### src/rtl/multi_tick_pkg.sv
// multi_tick_pkg: shared types and helpers for the multi-channel tick generator
package multi_tick_pkg;
  typedef enum logic {IDLE, RUN} state_t;
  localparam logic MODE_PERIODIC = 1'b0;
  localparam logic MODE_ONESHOT = 1'b1;
  function automatic int ch_w(input int n);
    return (n > 1) ? $clog2(n) : 1;
  endfunction
endpackage

### src/rtl/multi_tick_if.sv
// multi_tick_if: config/control/status bundle between register block and tick generator
interface multi_tick_if #(
  parameter int CH = 4,
  parameter int CNT_W = 16
);
  import multi_tick_pkg::*;
  localparam int CH_W = ch_w(CH);
  logic cfg_we;
  logic [CH_W-1:0] cfg_ch;
  logic [CNT_W-1:0] cfg_period;
  logic [CNT_W-1:0] cfg_width;
  logic cfg_mode;
  logic [CH-1:0] start;
  logic [CH-1:0] stop;
  logic [CH-1:0] tick;
  logic [CH-1:0] busy;
  logic [CH-1:0] done;
  modport master (
    output cfg_we, cfg_ch, cfg_period, cfg_width, cfg_mode, start, stop,
    input tick, busy, done
  );
  modport slave (
    input cfg_we, cfg_ch, cfg_period, cfg_width, cfg_mode, start, stop,
    output tick, busy, done
  );
endinterface

### src/rtl/tick_channel.sv
// tick_channel: one programmable tick channel with shadowed config, period and width counters
module tick_channel
  import multi_tick_pkg::*;
#(
  parameter int CNT_W = 16,
  parameter int DEF_PERIOD = 10
) (
  input  logic clk,
  input  logic rst,
  input  logic we,
  input  logic [CNT_W-1:0] cfg_period,
  input  logic [CNT_W-1:0] cfg_width,
  input  logic cfg_mode,
  input  logic start,
  input  logic stop,
  output logic tick,
  output logic busy,
  output logic done
);
  localparam logic [CNT_W-1:0] ONE = CNT_W'(1);
  localparam logic [CNT_W-1:0] DEF_P = (DEF_PERIOD < 1) ? ONE : CNT_W'(DEF_PERIOD);
  state_t state;
  logic [CNT_W-1:0] sh_p, sh_w, act_p, act_w, cnt, wcnt;
  logic sh_m, act_m;
  logic [CNT_W-1:0] nx_p, nx_w, ld_p, ld_w1, ld_w;
  logic nx_m, bnd, fin;
  // A write in the same cycle as a load is forwarded so start/boundary see the new values
  always_comb begin
    nx_p = we ? cfg_period : sh_p;
    nx_w = we ? cfg_width : sh_w;
    nx_m = we ? cfg_mode : sh_m;
    ld_p = (nx_p == '0) ? ONE : nx_p;
    ld_w1 = (nx_w == '0) ? ONE : nx_w;
    ld_w = (ld_w1 > ld_p) ? ld_p : ld_w1;
    bnd = (state == RUN) && (cnt == act_p - ONE);
    fin = (state == RUN) && tick && (wcnt == '0) && (act_m == MODE_ONESHOT);
  end
  // Channel FSM: stop beats start, start restarts, otherwise count toward period boundary
  always_ff @(posedge clk or posedge rst) begin
    if (rst) begin
      state <= IDLE;
      sh_p <= DEF_P;
      sh_w <= ONE;
      sh_m <= MODE_PERIODIC;
      act_p <= DEF_P;
      act_w <= ONE;
      act_m <= MODE_PERIODIC;
      cnt <= '0;
      wcnt <= '0;
      tick <= 1'b0;
      busy <= 1'b0;
      done <= 1'b0;
    end else begin
      if (we) begin
        sh_p <= cfg_period;
        sh_w <= cfg_width;
        sh_m <= cfg_mode;
      end
      done <= 1'b0;
      if (stop) begin
        state <= IDLE;
        cnt <= '0;
        wcnt <= '0;
        tick <= 1'b0;
        busy <= 1'b0;
      end else if (start) begin
        state <= RUN;
        cnt <= '0;
        wcnt <= '0;
        tick <= 1'b0;
        busy <= 1'b1;
        act_p <= ld_p;
        act_w <= ld_w;
        act_m <= nx_m;
      end else if (state == RUN) begin
        if (fin) begin
          state <= IDLE;
          cnt <= '0;
          tick <= 1'b0;
          busy <= 1'b0;
          done <= 1'b1;
        end else if (bnd) begin
          cnt <= '0;
          tick <= 1'b1;
          wcnt <= act_w - ONE;
          act_p <= ld_p;
          act_w <= ld_w;
          act_m <= nx_m;
        end else begin
          cnt <= cnt + ONE;
          if (tick) begin
            if (wcnt == '0) tick <= 1'b0;
            else wcnt <= wcnt - ONE;
          end
        end
      end
    end
  end
endmodule

### src/rtl/multi_tick_gen.sv
// multi_tick_gen: CH independent programmable tick channels behind one config port
module multi_tick_gen
  import multi_tick_pkg::*;
#(
  parameter int CH = 4,
  parameter int CNT_W = 16,
  parameter int DEF_PERIOD = 10
) (
  input logic clk,
  input logic rst,
  multi_tick_if.slave bus
);
  logic [CH-1:0] we_v, tick_v, busy_v, done_v;
  for (genvar i = 0; i < CH; i++) begin : g_ch
    assign we_v[i] = bus.cfg_we && (32'(bus.cfg_ch) == i);
    tick_channel #(.CNT_W(CNT_W), .DEF_PERIOD(DEF_PERIOD)) u_ch (
      .clk(clk),
      .rst(rst),
      .we(we_v[i]),
      .cfg_period(bus.cfg_period),
      .cfg_width(bus.cfg_width),
      .cfg_mode(bus.cfg_mode),
      .start(bus.start[i]),
      .stop(bus.stop[i]),
      .tick(tick_v[i]),
      .busy(busy_v[i]),
      .done(done_v[i])
    );
  end
  assign bus.tick = tick_v;
  assign bus.busy = busy_v;
  assign bus.done = done_v;
endmodule

### src/flat_wrapper.sv
// flat-port wrapper written by rule: the top's interface ports become plain ports
module multi_tick_gen_flat import multi_tick_pkg::*;
#(
  parameter int CH = 4,
  parameter int CNT_W = 16,
  parameter int DEF_PERIOD = 10
)
  (clk, rst, bus_cfg_we, bus_cfg_ch, bus_cfg_period, bus_cfg_width, bus_cfg_mode, bus_start, bus_stop, bus_tick, bus_busy, bus_done);
  multi_tick_if #(.CH(CH), .CNT_W(CNT_W)) bus_i ();
  input logic clk;
  input logic rst;
  input wire logic [$bits(bus_i.cfg_we)-1:0] bus_cfg_we;
  input wire logic [$bits(bus_i.cfg_ch)-1:0] bus_cfg_ch;
  input wire logic [$bits(bus_i.cfg_period)-1:0] bus_cfg_period;
  input wire logic [$bits(bus_i.cfg_width)-1:0] bus_cfg_width;
  input wire logic [$bits(bus_i.cfg_mode)-1:0] bus_cfg_mode;
  input wire logic [$bits(bus_i.start)-1:0] bus_start;
  input wire logic [$bits(bus_i.stop)-1:0] bus_stop;
  output wire logic [$bits(bus_i.tick)-1:0] bus_tick;
  output wire logic [$bits(bus_i.busy)-1:0] bus_busy;
  output wire logic [$bits(bus_i.done)-1:0] bus_done;
  assign bus_i.cfg_we = bus_cfg_we;
  assign bus_i.cfg_ch = bus_cfg_ch;
  assign bus_i.cfg_period = bus_cfg_period;
  assign bus_i.cfg_width = bus_cfg_width;
  assign bus_i.cfg_mode = bus_cfg_mode;
  assign bus_i.start = bus_start;
  assign bus_i.stop = bus_stop;
  assign bus_tick = bus_i.tick;
  assign bus_busy = bus_i.busy;
  assign bus_done = bus_i.done;
  multi_tick_gen #(.CH(CH), .CNT_W(CNT_W), .DEF_PERIOD(DEF_PERIOD)) u_core (.clk(clk), .rst(rst), .bus(bus_i));
endmodule
### config.mk
export PLATFORM = sky130hd
export DESIGN_NAME = multi_tick_gen_flat
export DESIGN_NICKNAME = d
export VERILOG_FILES = /design/src/rtl/multi_tick_pkg.sv /design/src/rtl/multi_tick_if.sv /design/src/rtl/tick_channel.sv /design/src/rtl/multi_tick_gen.sv /design/src/flat_wrapper.sv
export SDC_FILE = /design/constraint.sdc
export NUM_CORES = 1
export LEC_CHECK = 0
export ABC_CLOCK_PERIOD_IN_PS = 23900
export BUFFER_PORTS_ARGS = -buffer_cell sky130_fd_sc_hd__buf_2
export CAP_MARGIN = 25
export CORE_ASPECT_RATIO = 1.25
export CORE_MARGIN = 8
export CORE_UTILIZATION = 50
export CTS_BUF_LIST = sky130_fd_sc_hd__clkbuf_16
export CTS_CLUSTER_SIZE = 8
export DETAILED_ROUTE_END_ITERATION = 8
export PLACE_DENSITY = 0.74
export SYNTH_ARGS = -nofsm -noshare
export SYNTH_HDL_FRONTEND = slang
export SYNTH_SLANG_ARGS = --single-unit
### constraint.sdc
create_clock -name clk -period 23.9 [get_ports clk]
set_input_delay 4.78 -clock clk [delete_from_list [all_inputs] [get_ports clk]]
set_output_delay 4.78 -clock clk [all_outputs]
set_load 0.01 [all_outputs]
# Word-level counts from Yosys, hierarchy flattened
# Cells that the tools add are included.
# op_classes
bitwise_logic	4
magnitude_cmp	4
reduce_logical	65
shift	0
add_sub_neg	16
multipliers	0
eq_ne	19
div	0
mux	196
# op_table
operator	n
16-bit two-way mux	100
16-bit logical NOT	12
16-bit by 1-bit subtractor with 16-bit output (second input constant)	12
1-bit two-way mux	96
16-bit by 1-bit adder with 16-bit output (second input constant)	4
16-bit == test	4
16-bit greater-than comparator	4
4-bit AND reduction	8
3-bit nonzero test	8
1-bit logical AND	20
4-bit inequality test (second input constant)	4
2-bit nonzero test	8
4-bit nonzero test	4
3-bit inequality test (second input constant)	4
2-bit inequality test (second input constant)	4
2-bit AND reduction	4
2-bit == test (second input constant)	2
1-bit inverter	4
2-bit by 1-bit == test with 1-bit output (second input constant)	1
2-bit logical NOT	1
# totals
mem_count	0
wordCells	352
reg_bits	408
input_bits	46
latch_bits	0
romBits	0
ramBits	0

# Longest topological paths before layout
# Gate-level depths: netlist of the first run.
# depth
ltp_word	11
ltp_mapped	21
ltp_nobuf	17

# Cells and area by module
# From an unflattened synthesis of the first run, not the netlist that was laid out.
# hier_totals
cells_unflattened	2486
area_unflattened_um2	24180.7
# by_module_without_submodules
module	area_each_um2	cells_per_inst	instances
tick_channel at u_core.g_ch[2].u_ch ...	6060.8	618	2
tick_channel at u_core.g_ch[0].u_ch ...	6010.8	623	2
multi_tick_gen	37.5	4	1

# Worst setup path before layout of the first run
# No wires, ideal clock.
# synth_timing
path_type	input port to flip-flop
start	input port bus_cfg_ch[1]
end	register u_core.g_ch[0].u_ch.act_w[15]
setup_time_ns	0.125
path_slack_ns	14.487
arrival_time_ns	9.288
cell_stages	17
required_time_ns	23.775
path_cell_list	nor3b_1 > clkbuf_1 > clkbuf_1 > clkbuf_1 > mux2i_1 > nand4_1 > o31ai_1 > ha_1 > nor2b_1 > o21a_1 > o21a_1 > o211ai_1 > a311oi_1 > o221ai_1 > clkbuf_1 > mux2i_1 > mux2_2
# synth_between
elab_chain_cells	11
elab_cells_between_ends	14
classes_between	1 x order compare; 9 x mux; 4 x reduce/logical
# synth_lines
element	line	source
start, declared	flat_wrapper.sv:13	input wire logic [$bits(bus_i.cfg_ch)-1:0] bus_cfg_ch;
2-bit logical NOT *	multi_tick_gen.sv:15	assign we_v[i] = bus.cfg_we && (32'(bus.cfg_ch) == i);
1-bit logical AND *	multi_tick_gen.sv:15	
16-bit two-way mux *	-	
16-bit logical NOT	tick_channel.sv:32	ld_p = (nx_p == '0) ? ONE : nx_p;
16-bit two-way mux *	tick_channel.sv:32	
net u_core.g_ch[0].u_ch.ld_p[0]	tick_channel.sv:25	logic [CNT_W-1:0] nx_p, nx_w, ld_p, ld_w1, ld_w;
16-bit greater-than comparator *	tick_channel.sv:34	ld_w = (ld_w1 > ld_p) ? ld_p : ld_w1;
16-bit two-way mux *	tick_channel.sv:34	
16-bit two-way mux	tick_channel.sv:82	end else if (bnd) begin
16-bit two-way mux	tick_channel.sv:76	if (fin) begin
16-bit two-way mux	tick_channel.sv:75	end else if (state == RUN) begin
16-bit two-way mux *	tick_channel.sv:66	end else if (start) begin
end signal, assigned	tick_channel.sv:73	act_w <= ld_w;
end signal, assigned	tick_channel.sv:87	act_w <= ld_w;
end, declared	tick_channel.sv:23	logic [CNT_W-1:0] sh_p, sh_w, act_p, act_w, cnt, wcnt;
# Mark *: on every way through the listed nets, which the timed path passes. The rest lies on a longest branch. The select of a mux whose other input is x is not followed.
# A chain may end at the register's enable or synchronous reset.

# Worst setup path in the final report of the first run
# layout_timing
start	input port bus_cfg_ch[1]
end	register u_core.g_ch[0].u_ch.act_w[9]
# Same word-level chain as after synthesis.

==> results of run 1 <==
-- registers in the layout, summed over array words and instances (netlist names) --
name / count
u_core.g_ch.u_ch.done: 4
u_core.g_ch.u_ch.act_w: 64
u_core.g_ch.u_ch.busy: 4
u_core.g_ch.u_ch.cnt: 64
u_core.g_ch.u_ch.state: 4
u_core.g_ch.u_ch.sh_p: 64
u_core.g_ch.u_ch.wcnt: 64
u_core.g_ch.u_ch.act_m: 4
u_core.g_ch.u_ch.sh_w: 64
u_core.g_ch.u_ch.act_p: 64
u_core.g_ch.u_ch.sh_m: 4
u_core.g_ch.u_ch.tick: 4
-- cell type report --
class | count | area, µm²
repair buffers | 89 | 577
flip-flops and latches | 408 | 10200
well taps | 651 | 815
clock inverters | 49 | 189
inverters | 125 | 477
multi-input cells | 1952 | 13300
clock buffers | 59 | 1480
fillers | 4379 | 21900
diodes | 1 | 2.50
-- cell families (layout without fill, tap and decap cells) --
kind of cell,count (synthesis),in the layout,share of synthesized area [%]
multiplexers,306,306,13.1
buffers and inverters,265,322,4.60
AO/OA/AOI/OAI,585,585,14.7
AND/OR/NAND/NOR,877,877,18.3
other,0,1,0
XOR/XNOR,108,108,3.84
adder cells (fa/ha/maj),76,76,3.86
flip-flops,408,408,41.6
-- routing by layer --
metal  up-vias  part of all wire [%]
met4         4                   4.5
met3       177                   4.7
li1       9568                     -
met2       633                    47
met5         -                 0.044
met1     10000                    43
-- cells in the mapped netlist (7+ instances only) --
cell type | count | area (µm²)
sky130_fd_sc_hd__xnor2_1 | 52 | 455
sky130_fd_sc_hd__or4_1 | 15 | 113
sky130_fd_sc_hd__o21ai_0 | 248 | 1240
sky130_fd_sc_hd__a31oi_1 | 29 | 181
sky130_fd_sc_hd__nand2b_1 | 32 | 200
sky130_fd_sc_hd__xor2_1 | 56 | 490
sky130_fd_sc_hd__dfrtp_1 | 384 | 9610
sky130_fd_sc_hd__o31ai_1 | 21 | 158
sky130_fd_sc_hd__or2_2 | 17 | 106
sky130_fd_sc_hd__o21a_1 | 16 | 120
sky130_fd_sc_hd__nand4_1 | 53 | 332
sky130_fd_sc_hd__or3_1 | 34 | 213
sky130_fd_sc_hd__nor3b_1 | 15 | 113
sky130_fd_sc_hd__o2111ai_1 | 7 | 61.3
sky130_fd_sc_hd__nor2_1 | 171 | 642
sky130_fd_sc_hd__a211oi_1 | 14 | 105
sky130_fd_sc_hd__and3_1 | 53 | 332
sky130_fd_sc_hd__nand2_1 | 223 | 837
sky130_fd_sc_hd__nor2b_1 | 25 | 156
sky130_fd_sc_hd__nor4_1 | 48 | 300
sky130_fd_sc_hd__ha_1 | 76 | 951
sky130_fd_sc_hd__mux2i_1 | 179 | 1790
sky130_fd_sc_hd__o211ai_1 | 25 | 188
sky130_fd_sc_hd__nor3_1 | 71 | 355
sky130_fd_sc_hd__mux2_2 | 126 | 1420
sky130_fd_sc_hd__dfstp_2 | 24 | 631
sky130_fd_sc_hd__buf_1 | 11 | 41.3
sky130_fd_sc_hd__a21o_1 | 27 | 203
sky130_fd_sc_hd__o22ai_1 | 18 | 113
sky130_fd_sc_hd__clkbuf_1 | 85 | 319
sky130_fd_sc_hd__a21oi_1 | 90 | 450
sky130_fd_sc_hd__inv_1 | 125 | 469
sky130_fd_sc_hd__o311ai_0 | 8 | 70.1
sky130_fd_sc_hd__nand3b_1 | 13 | 97.6
sky130_fd_sc_hd__buf_4 | 14 | 105
sky130_fd_sc_hd__nand3_1 | 66 | 330
sky130_fd_sc_hd__buf_2 | 23 | 115
-- placed cells by master, fill, tap and decap left out, types with 15 or more instances in the layout --
cell type                   synthesis  layout
sky130_fd_sc_hd__o21ai_0          248     247
sky130_fd_sc_hd__o21a_1            16      16
sky130_fd_sc_hd__mux2i_1          179     179
sky130_fd_sc_hd__inv_1            125     170
sky130_fd_sc_hd__dfrtp_1          384     384
sky130_fd_sc_hd__xor2_1            56      56
sky130_fd_sc_hd__xnor2_1           52      52
sky130_fd_sc_hd__buf_2             23      57
sky130_fd_sc_hd__o31ai_1           21      21
sky130_fd_sc_hd__o211ai_1          25      25
sky130_fd_sc_hd__a31oi_1           29      27
sky130_fd_sc_hd__nor3_1            71      71
sky130_fd_sc_hd__ha_1              76      76
sky130_fd_sc_hd__nand3_1           66      65
sky130_fd_sc_hd__nor2_1           171     168
sky130_fd_sc_hd__o22ai_1           18      18
sky130_fd_sc_hd__a21o_1            27      27
sky130_fd_sc_hd__a21oi_1           90      90
sky130_fd_sc_hd__or4_1             15      15
sky130_fd_sc_hd__or2_2             17      17
sky130_fd_sc_hd__nand2_1          223     223
sky130_fd_sc_hd__clkbuf_16          0      59
sky130_fd_sc_hd__nand2b_1          32      32
sky130_fd_sc_hd__nor4_1            48      48
sky130_fd_sc_hd__buf_4             14      28
sky130_fd_sc_hd__nor2b_1           25      25
sky130_fd_sc_hd__or3_1             34      34
sky130_fd_sc_hd__and3_1            53      53
sky130_fd_sc_hd__nand4_1           53      53
sky130_fd_sc_hd__mux2_2           126     126
sky130_fd_sc_hd__dfstp_2           24      24
-- power breakdown --
part           total (mW)  switching (mW)  leakage (nW)  internal [mW]
logic               0.563           0.324          6.29          0.239
clock network       0.746           0.309         0.980          0.438
registers           0.928           0.121          5.14          0.807
total                2.24           0.753          12.4           1.48
-- worst register-to-register path: cells and delay by family, from the launching register on --
family | cells | cell delay [ns]
adder cells (fa/ha/maj) | 2 | 0.57
AND/OR/NAND/NOR | 8 | 2.60
flip-flops | 1 | 0.40
AO/OA/AOI/OAI | 3 | 0.70
XOR/XNOR | 1 | 0.20
multiplexers | 2 | 0.48
buffers and inverters | 2 | 0.44
-- metrics by stage --
stage               power, mW  cell area (µm²)  std cells  worst slack (ns)  utilization (%)
floorplan                1.31            24600       2625              7.81                -
finish                   2.24            27100       3334             14.97             55.4
CTS                      2.24            27100       3331             14.99             55.3
global route             2.35            27100       3333             14.72             55.3
detailed placement       1.49            25400       3223             14.37             51.9
global placement         1.46            25300       3218             14.28             51.7
-- path summary, 6_finish.rpt --
kind,from,endpoint,slack (ns),cells past startpoint
min reg2reg,u_core.g_ch[2].u_ch.act_p[15],u_core.g_ch[2].u_ch.act_p[15],0.49,2
max reg2reg,u_core.g_ch[1].u_ch.act_p[0],u_core.g_ch[1].u_ch.wcnt[14],18.42,18
min in group asynchronous,rst,u_core.g_ch[0].u_ch.cnt[2],4.37,2
min,u_core.g_ch[2].u_ch.act_p[15],u_core.g_ch[2].u_ch.act_p[15],0.49,2
max in group asynchronous,rst,u_core.g_ch[3].u_ch.sh_w[10],17.48,5
max,bus_cfg_ch[1],u_core.g_ch[0].u_ch.act_w[9],14.97,17
==> Implementation_results.wiki, run 1 <==
{| class="wikitable"
! Metric !! Value
|-
| Met1 global-route usage || 30.3%
|-
| Resized Gates After CTS || 0
|-
| Number of antenna violations at the first check in global routing || 3
|-
| Worst path cell trace || buf_2 > nor3b_2 > buf_4 > mux2i_1 > nand4_1 > or4_1 > o31ai_1 > ha_1 > nor2b_1 > o21a_1 > o21a_1 > o211ai_1 > a311oi_1 > o221ai_2 > buf_8 > mux2i_1 > mux2_2
|-
| Remaining global-route overflow || 0
|-
| Final-report max-slew violation count || 0
|-
| Maximum buffer depth of the clock tree || 3
|-
| Die Y || around 260 µm
|-
| Avg Cell Area, Syn || 9.38 µm²
|-
| Buffer and inverter count on the worst path || 3
|-
| Detailed placement HPWL || 47900 µm
|-
| Total power divided by cell area || 82.5 nW/µm²
|-
| Routed Antenna Nets || 0
|-
| Final Hold Fails || 0
|-
| Clock Latency Late Sink || 0.61 ns
|-
| Worst endpoint required time || 24.39 ns
|-
| CTS HTree Levels || 2
|-
| I/O Buffers || 57
|-
| DIE WIDTH || 214 µm
|-
| GR Layer Usage met3 || 3.27%
|-
| Max Cap Violations || 0
|-
| Global-route wire length before repair || 109000 µm
|-
| Mapped Nets || 2747
|-
| Worst-Margin Slew || 1.07 ns
|-
| Via count || approximately 20000
|-
| Die footprint || 56600 µm²
|-
| RSZ-0062 raised after global routing || no
|-
| TritonCTS clock tree || done
|-
| Post-CTS setup-driven buffer insertion count || 0
|-
| Avg WL per Cell || 20.3 µm
|-
| Routed wire length || 67700 µm
|-
| Crit path kind || input port to register
|-
| Hold Buf Count CTS || 0
|-
| Iteration-0 DRC Markers || 1732
|-
| Flip-flop cell with the highest count after synthesis || sky130_fd_sc_hd__dfrtp_1
|-
| Peak-usage layer in the global routing report || met2
|-
| Flip-flop and latch count after synthesis || 408
|-
| Count of TritonRoute iterations in the first routing pass || 5
|-
| Minimum clock period || 8.93 ns
|-
| Register area share after synthesis || 41.6%
|-
| Synthesis warning total || 0
|-
| IR drop worst, VDD || 0.0000715 V
|-
| Smallest hold slack || between 0.4 and 0.5 ns
|-
| Via/cell ratio || 6.12
|-
| Count of boundary I/O pins || a little under 60
|-
| F_max || roughly 110 MHz
|-
| Largest net degree at the start of global routing || around 120
|-
| Critical-path cell with the highest stage delay || sky130_fd_sc_hd__mux2i_1
|-
| Fraction of the cycle the final worst path needs || 37.4%
|-
| Core area || ~50000 µm²
|-
| CP delay by family, top || compound AO/OA/AOI/OAI gates
|-
| Synth unique cells || between 80 and 90
|-
| Fraction of final layout cells with drive strength greater than 1 || a little over an eighth
|-
| Setup Skew || 0.0226 ns
|-
| # setup viols final || 0
|-
| Net count, final || 2755
|-
| Sum of negative setup slack || 0 ns
|-
| Worst relative slew slack || 28.4%
|-
| RePlAce Congestion || between 0.9 and 1
|-
| Total standard cell area after synthesis || 24600 µm²
|-
| Type of the tightest min-delay check || register to register
|-
| CTS Root Cell || sky130_fd_sc_hd__clkbuf_16
|-
| Instance count of the mapped netlist || 2625
|-
| Overall fraction of global-route tracks in use || 23.4%
|-
| Reported leakage power || 12.4 nW
|-
| Core Rows || 91
|-
| Clock slew at the register clock pins of the worst setup and hold paths || approximately 0.05 ns
|-
| Capturing element type of the critical path || register
|-
| Proportion of register bits with asynchronous set or reset after synthesis || 100%
|-
| Area growth from synthesis to layout || 10.1%
|-
| Maximum fanout along the worst path || 33
|-
| Critical Path Start Type || input port
|-
| Arrival time at the worst endpoint || between 9 and 10 ns
|-
| Number of sinks driven by the clock tree || 408
|-
| Starting Density || 50.3%
|-
| Slowest stage delay, CP || 0.59 ns
|-
| Outcome || completed
|-
| Number of global-route vias before repair || about 20000
|-
| Number of enable flip-flop cells after synthesis || 0
|-
| DRC viols || 0
|-
| Number of CTS-inserted buffers || 57
|-
| Met2 capacity usage during global routing || around two fifths
|}
Note: power is estimated with default switching activity, not from simulation.
==> run 2: changes to the inputs <==
--- a/config.mk
+++ b/config.mk
@@ -5,7 +5,7 @@
 export SDC_FILE = /design/constraint.sdc
 export NUM_CORES = 1
 export LEC_CHECK = 0
-export ABC_CLOCK_PERIOD_IN_PS = 23900
+export ABC_CLOCK_PERIOD_IN_PS = 8500
 export BUFFER_PORTS_ARGS = -buffer_cell sky130_fd_sc_hd__buf_2
 export CAP_MARGIN = 25
 export CORE_ASPECT_RATIO = 1.25
==> constraint.sdc (replaced) <==
create_clock -name clk -period 8.5 [get_ports clk]
set_input_delay 1.7 -clock clk [delete_from_list [all_inputs] [get_ports clk]]
set_output_delay 1.7 -clock clk [all_outputs]
set_load 0.01 [all_outputs]
==> run 2 against run 1 <==
  * Wire length is 0.45% higher
  * Sequential share of layout area stayed put
  * Register-to-register slack worse by 15 ns
  * Worst hold slack worse by 0.00087 ns
  * Via count is 0.40% higher
  * Critical endpoint is now u_core.g_ch[3].u_ch.act_w[12]
  * Highest routed layer unchanged
==> Implementation_results.wiki, run 2 (synthesis gave the netlist of run 1 again) <==
{| class="wikitable"
! Metric !! Value
|-
| Die Y || ~260 µm
|-
| Number of CTS-inserted buffers || 56
|-
| IR drop worst, VDD || 0.000147 V
|-
| Number of antenna violations at the first check in global routing || 3
|-
| Leading cell type in the layout, fill and taps excluded || sky130_fd_sc_hd__dfrtp_1
|-
| Die footprint || 56600 µm²
|-
| Minimum clock period || between 5 and 6 ns
|-
| Iteration-0 DRC Markers || between 1500 and 2000
|-
| Count of TritonRoute iterations in the first routing pass || 6
|-
| DRC viols || 0
|-
| Core area || 49000 µm²
|-
| RSZ-0062 raised after global routing || no
|-
| RePlAce Congestion || 0.931
|-
| Outcome || completed
|-
| Starting Density || 50.3%
|-
| I/O Buffers || between 50 and 60
|-
| Number of sinks driven by the clock tree || 408
|-
| Final Core Density || between 50 and 60%
|-
| Antenna diode instance count || 0
|-
| Fraction of final layout cells with drive strength greater than 1 || 13.1%
|-
| Crit path kind || input port to register
|-
| Clock Latency Late Sink || 0.60 ns
|-
| Final Hold Fails || 0
|-
| Register-to-register path setup slack || 3.03 ns
|-
| Net count, final || about 2800
|-
| Depth of the worst hold-timing path || 2
|-
| Maximum buffer depth of the clock tree || 3
|-
| Via count || 20500
|-
| F_max || 172 MHz
|-
| Via/cell ratio || roughly 6.2
|-
| Worst Reg2Reg Path Length in Cells || 18
|-
| TritonCTS clock tree || done
|-
| Worst relative slew slack || 26.8%
|-
| Remaining global-route overflow || 0
|-
| Sum of negative setup slack || 0 ns
|-
| # setup viols final || 0
|-
| Global-route wire length before repair || ~110000 µm
|-
| Count of boundary I/O pins || 58
|-
| Final-report max-slew violation count || 0
|-
| Routed Antenna Nets || 0
|-
| Capturing element type of the critical path || register
|-
| Routed wire length || roughly 68000 µm
|-
| Avg WL per Cell || around 20 µm
|-
| Worst endpoint required time || 8.95 ns
|-
| Largest net degree at the start of global routing || 177
|-
| Type of the tightest min-delay check || register to register
|-
| Core Rows || 91
|-
| Maximum fanout along the worst path || 28
|-
| DIE WIDTH || 214 µm
|-
| Worst-Margin Slew || approximately 1.1 ns
|-
| CTS HTree Levels || 2
|-
| Worst path cell trace || buf_2 > nand3_2 > buf_4 > mux2i_1 > inv_1 > or4_1 > o31ai_1 > ha_1 > nor2b_1 > o21ai_0 > nand2b_1 > a21oi_1 > o21ai_0 > o31ai_1 > a31oi_2 > buf_4 > mux2i_1 > o21ai_0
|-
| Clock slew at the register clock pins of the worst setup and hold paths || 0.06 ns
|-
| Most used cells in the layout excluding fill and tap cells || 384 x sky130_fd_sc_hd__dfrtp_1, 247 x sky130_fd_sc_hd__o21ai_0, 223 x sky130_fd_sc_hd__nand2_1
|-
| Setup Skew || 0.0194 ns
|-
| Area growth from synthesis to layout || 10.1%
|-
| Arrival time at the worst endpoint || 6.25 ns
|-
| Critical Path Start Type || input port
|-
| Total power divided by cell area || 231 nW/µm²
|-
| Max Cap Violations || 0
|-
| Fraction of the cycle the final worst path needs || 68.2%
|-
| CTS Root Cell || sky130_fd_sc_hd__clkbuf_16
|-
| Cell with the most instances on the worst path || sky130_fd_sc_hd__o21ai_0
|-
| Reported leakage power || 12.4 nW
|-
| Detailed placement HPWL || 48300 µm
|-
| Critical-path cell with the highest stage delay || sky130_fd_sc_hd__nand3_2
|-
| Overall fraction of global-route tracks in use || 23.3%
|-
| Number of global-route vias before repair || 20100
|-
| Resized Gates After CTS || 0
|-
| Hold Buf Count CTS || 0
|-
| Post-CTS setup-driven buffer insertion count || 0
|-
| Slowest stage delay, CP || 0.68 ns
|}
==> run 2: cell types whose count changed in the layout (fill, tap and decap cells not counted), moves of 2 or more <==
cell                       change
sky130_fd_sc_hd__clkinv_1      -2
sky130_fd_sc_hd__buf_16        +2
sky130_fd_sc_hd__inv_1         -3
sky130_fd_sc_hd__buf_4         -3
==> run 2: metrics by stage <==
stage	cells	setup slack, ns	cell area (µm²)	hold WS [ns]	power, mW
after floorplan	2625	1.32	24600	0.447	3.68
after global placement	3218	1.97	25300	0.480	4.12
after detailed placement	3222	2.17	25400	0.485	4.19
after CTS	3324	2.81	27000	0.493	6.28
after global routing	3327	2.42	27100	0.511	6.59
final	3327	2.70	27100	0.493	6.27
==> run 2: final cells by class <==
type | instances | area (µm²)
sequential | 408 | 10200
fill | 4338 | 21900
clock buffer | 58 | 1450
multi-input combinational | 1952 | 13300
tap | 651 | 815
timing repair buffer | 89 | 619
inverter | 125 | 473
clock inverter | 44 | 178
==> run 2: worst max-delay path: cells and delay by family <==
family	cells	cell delay, ns
AO/OA/AOI/OAI	7	1.40
AND/OR/NAND/NOR	4	1.37
buffers and inverters	4	1.05
multiplexers	2	0.47
adder cells (fa/ha/maj)	1	0.23
==> run 2: power by group <==
group | leakage, nW | total (mW) | switching, mW | internal, mW
registers | 5.14 | 2.61 | 0.344 | 2.27
logic | 6.30 | 1.59 | 0.909 | 0.678
clock network | 0.951 | 2.07 | 0.856 | 1.21
==> run 2: per-layer routing <==
metal	track usage (%)	part of all wire (%)	wire length (µm)	vias to the layer above
met3	3.92	5.4	3710	150
met2	39.3	48	32800	670
met4	8.64	3.5	2390	4
met1	29.9	43	29200	10100
met5	0	0.034	23	-
li1	-	-	-	9546
==> run 2: path summary, 6_finish.rpt <==
path	endpoint	from
setup / recovery	u_core.g_ch[3].u_ch.act_w[12]	bus_cfg_ch[0]
hold / removal	u_core.g_ch[3].u_ch.act_p[1]	u_core.g_ch[3].u_ch.act_p[1]
setup reg to reg	u_core.g_ch[1].u_ch.wcnt[14]	u_core.g_ch[1].u_ch.act_p[0]
hold reg to reg	u_core.g_ch[3].u_ch.act_p[1]	u_core.g_ch[3].u_ch.act_p[1]
max in group asynchronous	u_core.g_ch[3].u_ch.act_p[3]	rst
min in group asynchronous	u_core.g_ch[1].u_ch.tick	rst
==> run 3: changes to the inputs <==
--- a/config.mk
+++ b/config.mk
@@ -5,7 +5,8 @@
 export SDC_FILE = /design/constraint.sdc
 export NUM_CORES = 1
 export LEC_CHECK = 0
-export ABC_CLOCK_PERIOD_IN_PS = 8500
+export ABC_AREA = 1
+export ABC_CLOCK_PERIOD_IN_PS = 5350
 export BUFFER_PORTS_ARGS = -buffer_cell sky130_fd_sc_hd__buf_2
 export CAP_MARGIN = 25
 export CORE_ASPECT_RATIO = 1.25
==> constraint.sdc (replaced) <==
create_clock -name clk -period 5.35 [get_ports clk]
set_input_delay 1.07 -clock clk [delete_from_list [all_inputs] [get_ports clk]]
set_output_delay 1.07 -clock clk [all_outputs]
set_load 0.01 [all_outputs]
==> run 3 against run 2 <==
  * Sequential share of layout area shrank 1.7 points
  * Wire length grew 2.9%
  * Largest power group unchanged
  * Critical path type unchanged
  * Largest cell class unchanged
  * Critical endpoint is now u_core.g_ch[1].u_ch.act_w[0]
  * Global-route usage up 0.22 points
  * Critical path depth up 1
  * Utilization increased by 0.19 points
==> Implementation_results.wiki, run 3 <==
{| class="wikitable"
! Metric !! Value
|-
| Total standard cell area after synthesis || 25600 µm²
|-
| Flip-flop and latch count after synthesis || 408
|-
| Maximum buffer depth of the clock tree || 3
|-
| Met2 wire length || 33500 µm
|-
| Routed wire length || 70000 µm
|-
| Reported leakage power || 14.4 nW
|-
| CP delay by family, top || compound AO/OA/AOI/OAI gates
|-
| Overall fraction of global-route tracks in use || a little under a quarter
|-
| RePlAce Congestion || just over 0.9
|-
| Core area || 51100 µm²
|-
| Maximum fanout along the worst path || 35
|-
| Avg WL per Cell || roughly 16 µm
|-
| Leading cell type in the layout, fill and taps excluded || sky130_fd_sc_hd__nand2_1
|-
| Placed cell count || ~4300
|-
| Critical-path cell with the highest stage delay || sky130_fd_sc_hd__o41ai_1
|-
| Post-CTS setup-driven buffer insertion count || 0
|-
| Main area contributors after synthesis || sky130_fd_sc_hd__dfrtp_1 37%, sky130_fd_sc_hd__nand2_1 15%, sky130_fd_sc_hd__inv_1 7.3%, sky130_fd_sc_hd__o21ai_0 7.0%, sky130_fd_sc_hd__nand3_1 4.7%
|-
| Number of enable flip-flop cells after synthesis || 0
|-
| Avg Cell Area, Syn || between 7 and 8 µm²
|-
| Most used cells in the layout excluding fill and tap cells || 1046 x sky130_fd_sc_hd__nand2_1, 545 x sky130_fd_sc_hd__inv_1, 384 x sky130_fd_sc_hd__dfrtp_1
|-
| Number of antenna violations at the first check in global routing || 4
|-
| Net count, final || 3790
|-
| Worst path cell trace || buf_2 > inv_1 > nand3_2 > buf_12 > o21ai_0 > nand4_1 > o41ai_1 > ha_1 > nor2_1 > nor2_1 > o21a_1 > o221ai_1 > nand2_1 > nand2_1 > nand2_1 > inv_1 > o21ai_0 > nand2_1 > o21ai_0
|-
| Area growth from synthesis to layout || 10.7%
|-
| Slowest stage delay, CP || just under 0.6 ns
|-
| Via count || approximately 24000
|-
| Flip-flop cell with the highest count after synthesis || sky130_fd_sc_hd__dfrtp_1
|-
| Max Cap Violations || 0
|-
| Number of sinks driven by the clock tree || 408
|-
| Iteration-0 DRC Markers || between 1500 and 2000
|-
| Starting Density || between 50% and 60%
|-
| Critical Path Start Type || input port
|-
| Sum of negative setup slack || 0 ns
|-
| Minimum clock period || 4.69 ns
|-
| Worst-Margin Slew || 0.971 ns
|-
| Resized Gates After CTS || 0
|-
| Final Core Density || between 50% and 60%
|-
| Routed Antenna Nets || 0
|-
| Register area share after synthesis || 40.0%
|-
| Total power divided by cell area || 322 nW/µm²
|-
| Core Rows || 93
|-
| Mapped Nets || about 3700
|-
| Die Y || 269 µm
|-
| Final Hold Fails || 0
|-
| Fraction of the cycle the final worst path needs || 87.6%
|-
| Post-synth top area cell || sky130_fd_sc_hd__dfrtp_1
|-
| Count of TritonRoute iterations in the first routing pass || 6
|-
| Top routing layer in use || met4
|-
| Instance count of the mapped netlist || about 3600
|-
| Final-report max-slew violation count || 0
|-
| RSZ-0062 raised after global routing || no
|-
| Buffer and inverter count on the worst path || 4
|-
| DRC viols || 0
|-
| Crit path kind || input port to register
|-
| CTS Root Cell || sky130_fd_sc_hd__clkbuf_16
|-
| Largest net degree at the start of global routing || 164
|-
| Count of boundary I/O pins || 58
|-
| Synth top area share || roughly 37%
|-
| I/O Buffers || 57
|-
| Worst relative slew slack || 35.3%
|-
| Via/cell ratio || 5.40
|-
| Remaining global-route overflow || 0
|-
| Most repeated cell in the gate-level netlist after synthesis || sky130_fd_sc_hd__nand2_1
|-
| Number of CTS-inserted buffers || between 50 and 60
|-
| CTS HTree Levels || 2
|-
| DIE WIDTH || 218 µm
|-
| Synthesis warning total || 0
|-
| Hold Buf Count CTS || 0
|-
| Proportion of register bits with asynchronous set or reset after synthesis || 100%
|-
| Fillers || 4786
|-
| Cell with the most instances on the worst path || sky130_fd_sc_hd__nand2_1
|-
| Fraction of final layout cells with drive strength greater than 1 || 9.02%
|-
| Final non-filler cell total || 4383
|-
| DRT met1 WL || 29900 µm
|-
| Arrival time at the worst endpoint || roughly 5.2 ns
|-
| Outcome || completed
|-
| Synth unique cells || 52
|-
| Placed Instance Area || ~27000 µm²
|-
| Detailed route wirelength on metal3 || 3760 µm
|-
| Clock Latency Late Sink || 0.59 ns
|-
| TritonCTS clock tree || done
|-
| # setup viols final || 0
|-
| Global-route wire length before repair || 115000 µm
|-
| Capturing element type of the critical path || register
|-
| Setup Skew || slightly above 0.02 ns
|-
| Die footprint || 58800 µm²
|-
| Post-route design area || 28400 µm²
|-
| F_max || roughly 210 MHz
|-
| IR drop worst, VDD || 0.000262 V
|-
| Type of the tightest min-delay check || input port to async pin
|-
| Register-to-register path setup slack || 1.70 ns
|-
| Worst endpoint required time || 5.86 ns
|-
| Clock slew at the register clock pins of the worst setup and hold paths || 0.06 ns
|-
| Detailed placement HPWL || 51700 µm
|-
| Number of global-route vias before repair || 22800
|-
| Leading cell types by count after synthesis || 1048 x sky130_fd_sc_hd__nand2_1, 501 x sky130_fd_sc_hd__inv_1, 384 x sky130_fd_sc_hd__dfrtp_1, 359 x sky130_fd_sc_hd__o21ai_0, 279 x sky130_fd_sc_hd__nor2_1
|-
| Overall power consumption || 9.12 mW
|}
run 3: cell types whose count changed in the layout (fill, tap and decap cells not counted), sizes merged, moves of 29 or more:
cell / delta
nor3: -41
xnor2: -30
nand2b: -31
nand2: +846
and3: -53
o21ai: +141
mux2: -124
nand4: +29
nand3: +185
or3: -35
nor2: +179
inv: +390
mux2i: -179
run 3: area by class of cell:
cell class	instances	area, µm²	area share [%]
Clock inverter	48	211	0.745
Sequential cell	408	10200	36.1
Multi-Input combinational cell	2571	12900	45.5
Clock buffer	59	1480	5.20
Antenna cell	2	5.00	0.0176
Timing Repair Buffer	115	771	2.72
Inverter	515	1940	6.83
Tap cell	665	832	2.93
run 3: logic make-up after synthesis:
family | synth area share (%)
AND/OR/NAND/NOR | 31.4
buffers and inverters | 9.87
AO/OA/AOI/OAI | 12.6
flip-flops | 40.0
adder cells (fa/ha/maj) | 3.71
XOR/XNOR | 2.38
multiplexers | 0.0879
run 3: metrics by stage:
stage / setup slack [ns] / hold slack (ns)
2_1_floorplan: -1.20 / 0.453
3_3_place_gp: 0.366 / 0.483
3_5_place_dp: 0.147 / 0.488
4_1_cts: 0.728 / 0.453
5_1_grt: 0.269 / 0.471
6_report: 0.664 / 0.466
run 3: where the power goes:
part / total [mW] / switching, mW / leakage, nW / internal (mW)
combinational: 1.99 / 1.34 / 8.39 / 0.648
clock: 3.38 / 1.38 / 0.987 / 2.00
sequential: 3.76 / 0.258 / 5.06 / 3.50
total: 9.12 / 2.97 / 14.4 / 6.15
run 3: metal layers:
| layer | vias to the layer above | GRT usage [%] |
|---|---|---|
| met5 | - | 0 |
| met4 | 0 | 9.96 |
| met3 | 162 | 3.67 |
| met2 | 664 | 39.5 |
| met1 | 11000 | 29.7 |
| li1 | 11800 | - |
run 3: final timing paths:
path,start,endpoint,cells past startpoint
max,bus_cfg_ch[1],u_core.g_ch[1].u_ch.act_w[0],19
min,rst,u_core.g_ch[1].u_ch.act_w[2],2
max reg2reg,u_core.g_ch[1].u_ch.act_p[1],u_core.g_ch[1].u_ch.wcnt[4],16
min reg2reg,u_core.g_ch[2].u_ch.wcnt[14],u_core.g_ch[2].u_ch.wcnt[14],2
max in group asynchronous,rst,u_core.g_ch[2].u_ch.wcnt[15],3
min in group clk,u_core.g_ch[2].u_ch.wcnt[14],u_core.g_ch[2].u_ch.wcnt[14],2
run 3: worst register-to-register path, cell delays in order (launching register included):
cell and delay (ns):
sky130_fd_sc_hd__dfstp_2 0.51, sky130_fd_sc_hd__inv_1 0.06, sky130_fd_sc_hd__ha_1 0.29, sky130_fd_sc_hd__xnor2_1 0.13, sky130_fd_sc_hd__nor2_1 0.16, sky130_fd_sc_hd__nand2_1 0.07, sky130_fd_sc_hd__nor2_1 0.13, sky130_fd_sc_hd__nand3_1 0.11
sky130_fd_sc_hd__nor2_2 0.47, sky130_fd_sc_hd__nand3_4 0.35, sky130_fd_sc_hd__o21ai_1 0.21, sky130_fd_sc_hd__nand2_1 0.09, sky130_fd_sc_hd__nor2_2 0.49, sky130_fd_sc_hd__inv_1 0.19, sky130_fd_sc_hd__a21oi_1 0.14, sky130_fd_sc_hd__o21ai_0 0.08
sky130_fd_sc_hd__o21ai_0 0.08
